## src/rtl/pc_if.sv

```systemverilog
// Fetch-stage PC unit signal bundle: control requests in, PC/mepc/status out.
interface pc_if #(
  parameter int unsigned XLEN  = 32,
  parameter int unsigned CNT_W = 64
) ();
  logic             stall;
  logic             redirect_valid;
  logic [XLEN-1:0]  redirect_target;
  logic             trap_valid;
  logic [XLEN-1:0]  trap_epc;
  logic [XLEN-1:0]  trap_vector;
  logic             mret_valid;
  logic             retire;
  logic [XLEN-1:0]  current_PC;
  logic [XLEN-1:0]  mepc;
  logic             flush;
  logic             misaligned;
  logic [XLEN-1:0]  misaligned_addr;
  logic [CNT_W-1:0] instret;

  modport master (
    output stall, redirect_valid, redirect_target, trap_valid, trap_epc,
           trap_vector, mret_valid, retire,
    input  current_PC, mepc, flush, misaligned, misaligned_addr, instret
  );

  modport slave (
    input  stall, redirect_valid, redirect_target, trap_valid, trap_epc,
           trap_vector, mret_valid, retire,
    output current_PC, mepc, flush, misaligned, misaligned_addr, instret
  );
endinterface

```

## src/rtl/pc_unit.sv

```systemverilog
// Program-counter unit: next-PC priority select, mepc ownership,
// misaligned-target fault detection and retired-instruction counter.
module pc_unit #(
  parameter int unsigned     XLEN         = 32,
  parameter logic [XLEN-1:0] BOOT_ADDRESS = '0,
  parameter int unsigned     IALIGN       = 4,
  parameter int unsigned     CNT_W        = 64
) (
  input logic  clk,
  input logic  rst,
  pc_if.slave  bus
);

  // Clears the low log2(IALIGN) bits of an address.
  localparam logic [XLEN-1:0] ALIGN_MASK = ~XLEN'(IALIGN - 1);

  logic [XLEN-1:0]  r_pc;
  logic [XLEN-1:0]  r_mepc;
  logic             r_flush;
  logic             r_misaligned;
  logic [XLEN-1:0]  r_misaligned_addr;
  logic [CNT_W-1:0] r_instret;

  logic [XLEN-1:0]  w_tv_al;
  logic             w_target_misaligned;

  assign w_tv_al             = bus.trap_vector & ALIGN_MASK;
  assign w_target_misaligned = |(bus.redirect_target & ~ALIGN_MASK);

  always_ff @(posedge clk or posedge rst) begin
    if (rst) begin
      r_pc              <= BOOT_ADDRESS;
      r_mepc            <= '0;
      r_flush           <= 1'b0;
      r_misaligned      <= 1'b0;
      r_misaligned_addr <= '0;
    end else begin
      r_flush      <= 1'b0;
      r_misaligned <= 1'b0;
      if (bus.trap_valid) begin
        r_pc    <= w_tv_al;
        r_mepc  <= bus.trap_epc & ALIGN_MASK;
        r_flush <= 1'b1;
      end else if (bus.mret_valid) begin
        r_pc    <= r_mepc;
        r_flush <= 1'b1;
      end else if (bus.redirect_valid && w_target_misaligned) begin
        // Faulting redirect: the current PC becomes the exception PC.
        r_pc              <= w_tv_al;
        r_mepc            <= r_pc;
        r_misaligned      <= 1'b1;
        r_misaligned_addr <= bus.redirect_target;
        r_flush           <= 1'b1;
      end else if (bus.redirect_valid) begin
        r_pc    <= bus.redirect_target;
        r_flush <= 1'b1;
      end else if (!bus.stall) begin
        r_pc <= r_pc + XLEN'(IALIGN);
      end
    end
  end

  always_ff @(posedge clk or posedge rst) begin
    if (rst) begin
      r_instret <= '0;
    end else if (bus.retire) begin
      r_instret <= r_instret + CNT_W'(1);
    end
  end

  assign bus.current_PC      = r_pc;
  assign bus.mepc            = r_mepc;
  assign bus.flush           = r_flush;
  assign bus.misaligned      = r_misaligned;
  assign bus.misaligned_addr = r_misaligned_addr;
  assign bus.instret         = r_instret;

endmodule

```

## src/flat_wrapper.sv

```systemverilog
// flat-port wrapper written by rule: the top's interface ports become plain ports
module pc_unit_flat 
#(
  parameter int unsigned     XLEN         = 32,
  parameter logic [XLEN-1:0] BOOT_ADDRESS = '0,
  parameter int unsigned     IALIGN       = 4,
  parameter int unsigned     CNT_W        = 64
)
  (clk, rst, bus_stall, bus_redirect_valid, bus_redirect_target, bus_trap_valid, bus_trap_epc, bus_trap_vector, bus_mret_valid, bus_retire, bus_current_PC, bus_mepc, bus_flush, bus_misaligned, bus_misaligned_addr, bus_instret);
  pc_if #(.XLEN(XLEN), .CNT_W(CNT_W)) bus_i ();
  input logic clk;
  input logic rst;
  input wire logic [$bits(bus_i.stall)-1:0] bus_stall;
  input wire logic [$bits(bus_i.redirect_valid)-1:0] bus_redirect_valid;
  input wire logic [$bits(bus_i.redirect_target)-1:0] bus_redirect_target;
  input wire logic [$bits(bus_i.trap_valid)-1:0] bus_trap_valid;
  input wire logic [$bits(bus_i.trap_epc)-1:0] bus_trap_epc;
  input wire logic [$bits(bus_i.trap_vector)-1:0] bus_trap_vector;
  input wire logic [$bits(bus_i.mret_valid)-1:0] bus_mret_valid;
  input wire logic [$bits(bus_i.retire)-1:0] bus_retire;
  output wire logic [$bits(bus_i.current_PC)-1:0] bus_current_PC;
  output wire logic [$bits(bus_i.mepc)-1:0] bus_mepc;
  output wire logic [$bits(bus_i.flush)-1:0] bus_flush;
  output wire logic [$bits(bus_i.misaligned)-1:0] bus_misaligned;
  output wire logic [$bits(bus_i.misaligned_addr)-1:0] bus_misaligned_addr;
  output wire logic [$bits(bus_i.instret)-1:0] bus_instret;
  assign bus_i.stall = bus_stall;
  assign bus_i.redirect_valid = bus_redirect_valid;
  assign bus_i.redirect_target = bus_redirect_target;
  assign bus_i.trap_valid = bus_trap_valid;
  assign bus_i.trap_epc = bus_trap_epc;
  assign bus_i.trap_vector = bus_trap_vector;
  assign bus_i.mret_valid = bus_mret_valid;
  assign bus_i.retire = bus_retire;
  assign bus_current_PC = bus_i.current_PC;
  assign bus_mepc = bus_i.mepc;
  assign bus_flush = bus_i.flush;
  assign bus_misaligned = bus_i.misaligned;
  assign bus_misaligned_addr = bus_i.misaligned_addr;
  assign bus_instret = bus_i.instret;
  pc_unit #(.XLEN(XLEN), .BOOT_ADDRESS(BOOT_ADDRESS), .IALIGN(IALIGN), .CNT_W(CNT_W)) u_core (.clk(clk), .rst(rst), .bus(bus_i));
endmodule
```

## config.mk

```make
export PLATFORM = sky130hd
export DESIGN_NAME = pc_unit_flat
export DESIGN_NICKNAME = d
export VERILOG_FILES = /design/src/rtl/pc_if.sv /design/src/rtl/pc_unit.sv /design/src/flat_wrapper.sv
export SDC_FILE = /design/constraint.sdc
export NUM_CORES = 1
export LEC_CHECK = 0
export ABC_AREA = 1
export BUFFER_PORTS_ARGS = -buffer_cell sky130_fd_sc_hd__buf_4
export CORE_MARGIN = 2
export CORE_UTILIZATION = 57
export DETAILED_ROUTE_END_ITERATION = 10
export PLACE_DENSITY_LB_ADDON = 0.1
export RECOVER_POWER = 100
export SYNTH_ARGS = -nofsm -noshare
export SYNTH_HDL_FRONTEND = slang
export SYNTH_SLANG_ARGS = --single-unit
```

## constraint.sdc

```tcl
create_clock -name clk -period 14.1 [get_ports clk]
set_clock_uncertainty 0.15 [all_clocks]
set_input_delay 2.115 -clock clk [delete_from_list [all_inputs] [get_ports clk]]
set_output_delay 2.115 -clock clk [all_outputs]
set_load 0.005 [all_outputs]
```

==> impl_metrics.csv <==
group,metric,value,unit
status,outcome,"complete, but fails checks",
status,violations,"capacitance limit, slew limit",
logic_synthesis,async_reset_ff_share,100,%
drt,met2_wirelength,13.2,mm
place,post-dp-hpwl,21.7,mm
logic_synthesis,syn_area,0.00924,mm²
layout,final_cell_area,0.0116,mm²
logic_synthesis,synth_edf_count,0,
critical_path,required,14.26,ns
sta,setup_viol,0,
clock_network,cts_buffer_depth,2,
logic_synthesis,ys.flop_type,"dfrtp_1",
logic_synthesis,avgSynthCellArea,7.58,µm²
clock_network,cts_resized,0,
drt,vias,9559,
sta,rsz0062_at_grt,"no",
place,place_ws,9.43,ns
critical_path,reg2regPathDepth,9,
clock_network,root_buffer,"clkbuf_16",
layout,drive_gt1_share,19.9,%
sta,fin_crit_sh,57.2,%
min_path,worstHoldPathType,"flop to flop",
sta,fin_setup_tns,0,ns
power,power,1.25,mW
layout,syn2layout_area_growth,25.6,%
run,drv_cap,5,
drt,wirelength_met1,12.2,mm
power,leakage,5.72,nW
critical_path,crit_top_cell,"o21ai_0",
grt,grt_usage,33.9,%
drt,routed_wl,29.2,mm
critical_path,slowest_delay,2.50,ns
power,ir_drop,99.7,µV
drt,drtAntennaViolNets,0,
critical_path,worstSetupEndpointType,"flop",
drt,dr.pass1.iters,8,
layout,n_antenna_cell,0,
critical_path,crit_arrival,8.22,ns
drt,wl_met3,2.94,mm
clock_network,cts_sinks,162,
grt,grt_overflow,0,
sta,fin_crit,8.06,ns
place,place_area,0.0113,mm²
critical_path,crit_type,"primary input to flop",
clock_network,numCtsBuffers,17,
layout,multi_input_area,0.00420,mm²
logic_synthesis,synth_cells,1219,
sta,fmax,124,MHz
place,gp_congestion,0.933,
layout,final_nets,1571,
die,die_x,131,µm
critical_path,startpoint_type,"primary input",
critical_path,cp_num_buf_inv,3,
logic_synthesis,seq_area_frac_synth,43.9,%
die,coreArea,0.0159,mm²
die,start_util,58.1,%
clock_network,holdBufCountCts,0,
sta,final-hold-violation-count,0,
drt,post_drt_wl_per_cell,17.3,µm
critical_path,cpLargestDelayFamily,"compound AO/OA/AOI/OAI gates",
clock_network,cts_setup_buffers,0,
drt,post-route-drc-count,0,
grt,grt_max_degree,104,
logic_synthesis,ys_types,42,
drt,drt_iter0_markers,996,
grt,antenna_found_initial,0,
die,dieHeight,131,µm
layout,n_fill_cell,1362,
clock_network,cts_htree_levels,4,
die,dieArea,0.0172,mm²
logic_synthesis,ys_seq_elements,162,
min_path,whs_path_depth,2,
place,io_buffer_count,260,
critical_path,path_depth,7,
grt,grt_pass1_wl,46.9,mm
critical_path,crit_slowest_cell,"o21ai_0",
sta,worstMarginPinSlew,4.52,ns
sta,fin_ws,6.04,ns
power,p_per_area,107,mW/mm²
sta,slew_viol_final,282,
clock_network,cts_tree,"built",
drt,top_layer,"met4",
logic_synthesis,syn-num-nets,1324,
critical_path,worstPathMaxFanout,35,
clock_network,clk_pin_slew_worst_paths,0.07,ns
logic_synthesis,yosys_warnings,0,
layout,seqCellArea,0.00405,mm²
grt,grt_pass1_vias,9021,
die,boundaryPins,265,
die,core.rowCount,46,
critical_path,worstPathCellList,"clkbuf_1, o21ai_0, o21ai_0, clkbuf_1, inv_1, o221ai_1, o21ai_0",
drt,viasPerCell,5.64,
sta,slew_headroom,-203,%
clock_network,clk_latency,0.44,ns
==> layer usage <==
layer  vias up  track usage (%)
met5         -                0
met4         0             12.6
met3        73             8.22
met2       541             51.5
met1      4514             47.4
li1       4431                -
==> Yosys cell counts, types with 3 or more instances <==
cell / number / area share, %
inv_2: 9 / 0.37
nor2_4: 14 / 1.7
nor2_2: 16 / 1.1
o21ai_1: 27 / 1.5
o21ai_0: 43 / 2.3
nand4_1: 20 / 1.4
nand2_4: 3 / 0.37
buf_1: 3 / 0.12
buf_2: 15 / 0.81
a21oi_1: 73 / 4.0
nand2_2: 6 / 0.41
inv_1: 165 / 6.7
and3_1: 3 / 0.20
nor3_2: 3 / 0.33
a22oi_1: 11 / 0.89
o22ai_1: 5 / 0.34
xnor2_1: 17 / 1.6
nor2_1: 108 / 4.4
nand3_1: 71 / 3.8
xor2_1: 33 / 3.1
nand3b_1: 4 / 0.33
o221ai_1: 29 / 2.8
nand2_1: 321 / 13
nor3_1: 16 / 0.87
nand3_2: 3 / 0.33
dfrtp_1: 162 / 44
clkbuf_1: 15 / 0.61
==> flip-flops by register name (all words and copies together) (netlist names) <==
| register | count |
|---|---|
| u_core.bus.mepc | 32 |
| u_core.bus.misaligned | 1 |
| u_core.bus.misaligned_addr | 32 |
| u_core.bus.flush | 1 |
| u_core.bus.current_PC | 32 |
| u_core.bus.instret | 64 |
==> cell type report <==
| cell class | count | share of cell area (%) |
|---|---|---|
| Tap cell | 216 | 2.33 |
| Multi-Input combinational cell | 847 | 36.2 |
| Clock buffer | 19 | 3.90 |
| Sequential cell | 162 | 34.9 |
| Timing Repair Buffer | 264 | 15.9 |
| Inverter | 174 | 5.64 |
| Clock inverter | 13 | 1.09 |
==> tightest hold or removal path, stage by stage, from the launching register on <==
cell	delay, ns
dfrtp_1	0.35
nand2_1	0.05
nand2_1	0.04
==> kinds of logic (layout without fill, tap and decap cells) <==
kind of cell,count (synthesis),in the layout,share of synthesized area (%)
compound gates,194,194,12.4
buf+inv,210,470,8.94
flops,162,162,43.9
simple gates,600,600,29.6
fa+ha+maj,2,2,0.271
xor+xnor,51,51,4.92
==> per-stage QoR <==
stage                     instances  util, %  hold slack (ns)
after detailed placement       1663     71.3            0.313
after CTS                      1695     75.0            0.335
after global placement         1663     71.3            0.308
after floorplan                1219        -            0.315
after global routing           1695     73.0            0.349
final                          1695     73.0            0.330
==> worst paths after layout <==
path,startpoint,to,slack [ns]
max,bus_redirect_valid,u_core.bus.current_PC[2]$_DFFE_PP0P_,6.04
max reg2reg,u_core.bus.instret[0]$_DFFE_PP0P_,u_core.bus.instret[59]$_DFFE_PP0P_,11.43
min reg2reg,u_core.bus.misaligned_addr[0]$_DFFE_PP0P_,u_core.bus.misaligned_addr[0]$_DFFE_PP0P_,0.33
min in group asynchronous,rst,u_core.bus.instret[7]$_DFFE_PP0P_,2.91
max in group asynchronous,rst,u_core.bus.mepc[27]$_DFFE_PP0P_,6.49
min,u_core.bus.misaligned_addr[0]$_DFFE_PP0P_,u_core.bus.misaligned_addr[0]$_DFFE_PP0P_,0.33
==> power by group <==
part,total (mW),switching [mW],internal [mW]
Sequential,0.556,0.0453,0.511
Combinational,0.228,0.123,0.105
Clock,0.461,0.206,0.254
Total,1.25,0.375,0.871
==> placed cells by master (no fill, tap or decap), types with 2 or more instances in the layout <==
master	synthesis	routed
a21oi_1	73	73
a22oi_1	11	11
and2_1	2	2
and3_1	3	3
buf_4	1	96
clkbuf_1	15	35
clkbuf_16	0	17
clkbuf_4	0	133
clkbuf_8	0	2
clkinv_4	0	2
clkinvlp_4	0	7
dfrtp_1	162	162
ha_1	2	2
inv_1	165	165
inv_2	9	8
inv_6	0	3
nand2_1	321	325
nand2_2	6	4
nand3_1	71	73
nand3b_1	4	4
nand4_1	20	22
nor2_1	108	126
nor2_2	16	8
nor2_4	14	5
nor3_1	16	16
nor3_2	3	3
nor3_4	2	2
nor3b_1	2	2
nor4_1	2	2
o211ai_1	2	4
o21ai_0	43	70
o221ai_1	29	29
o22ai_1	5	5
xnor2_1	17	17
xor2_1	33	33
(Power assumes the default switching activity.)
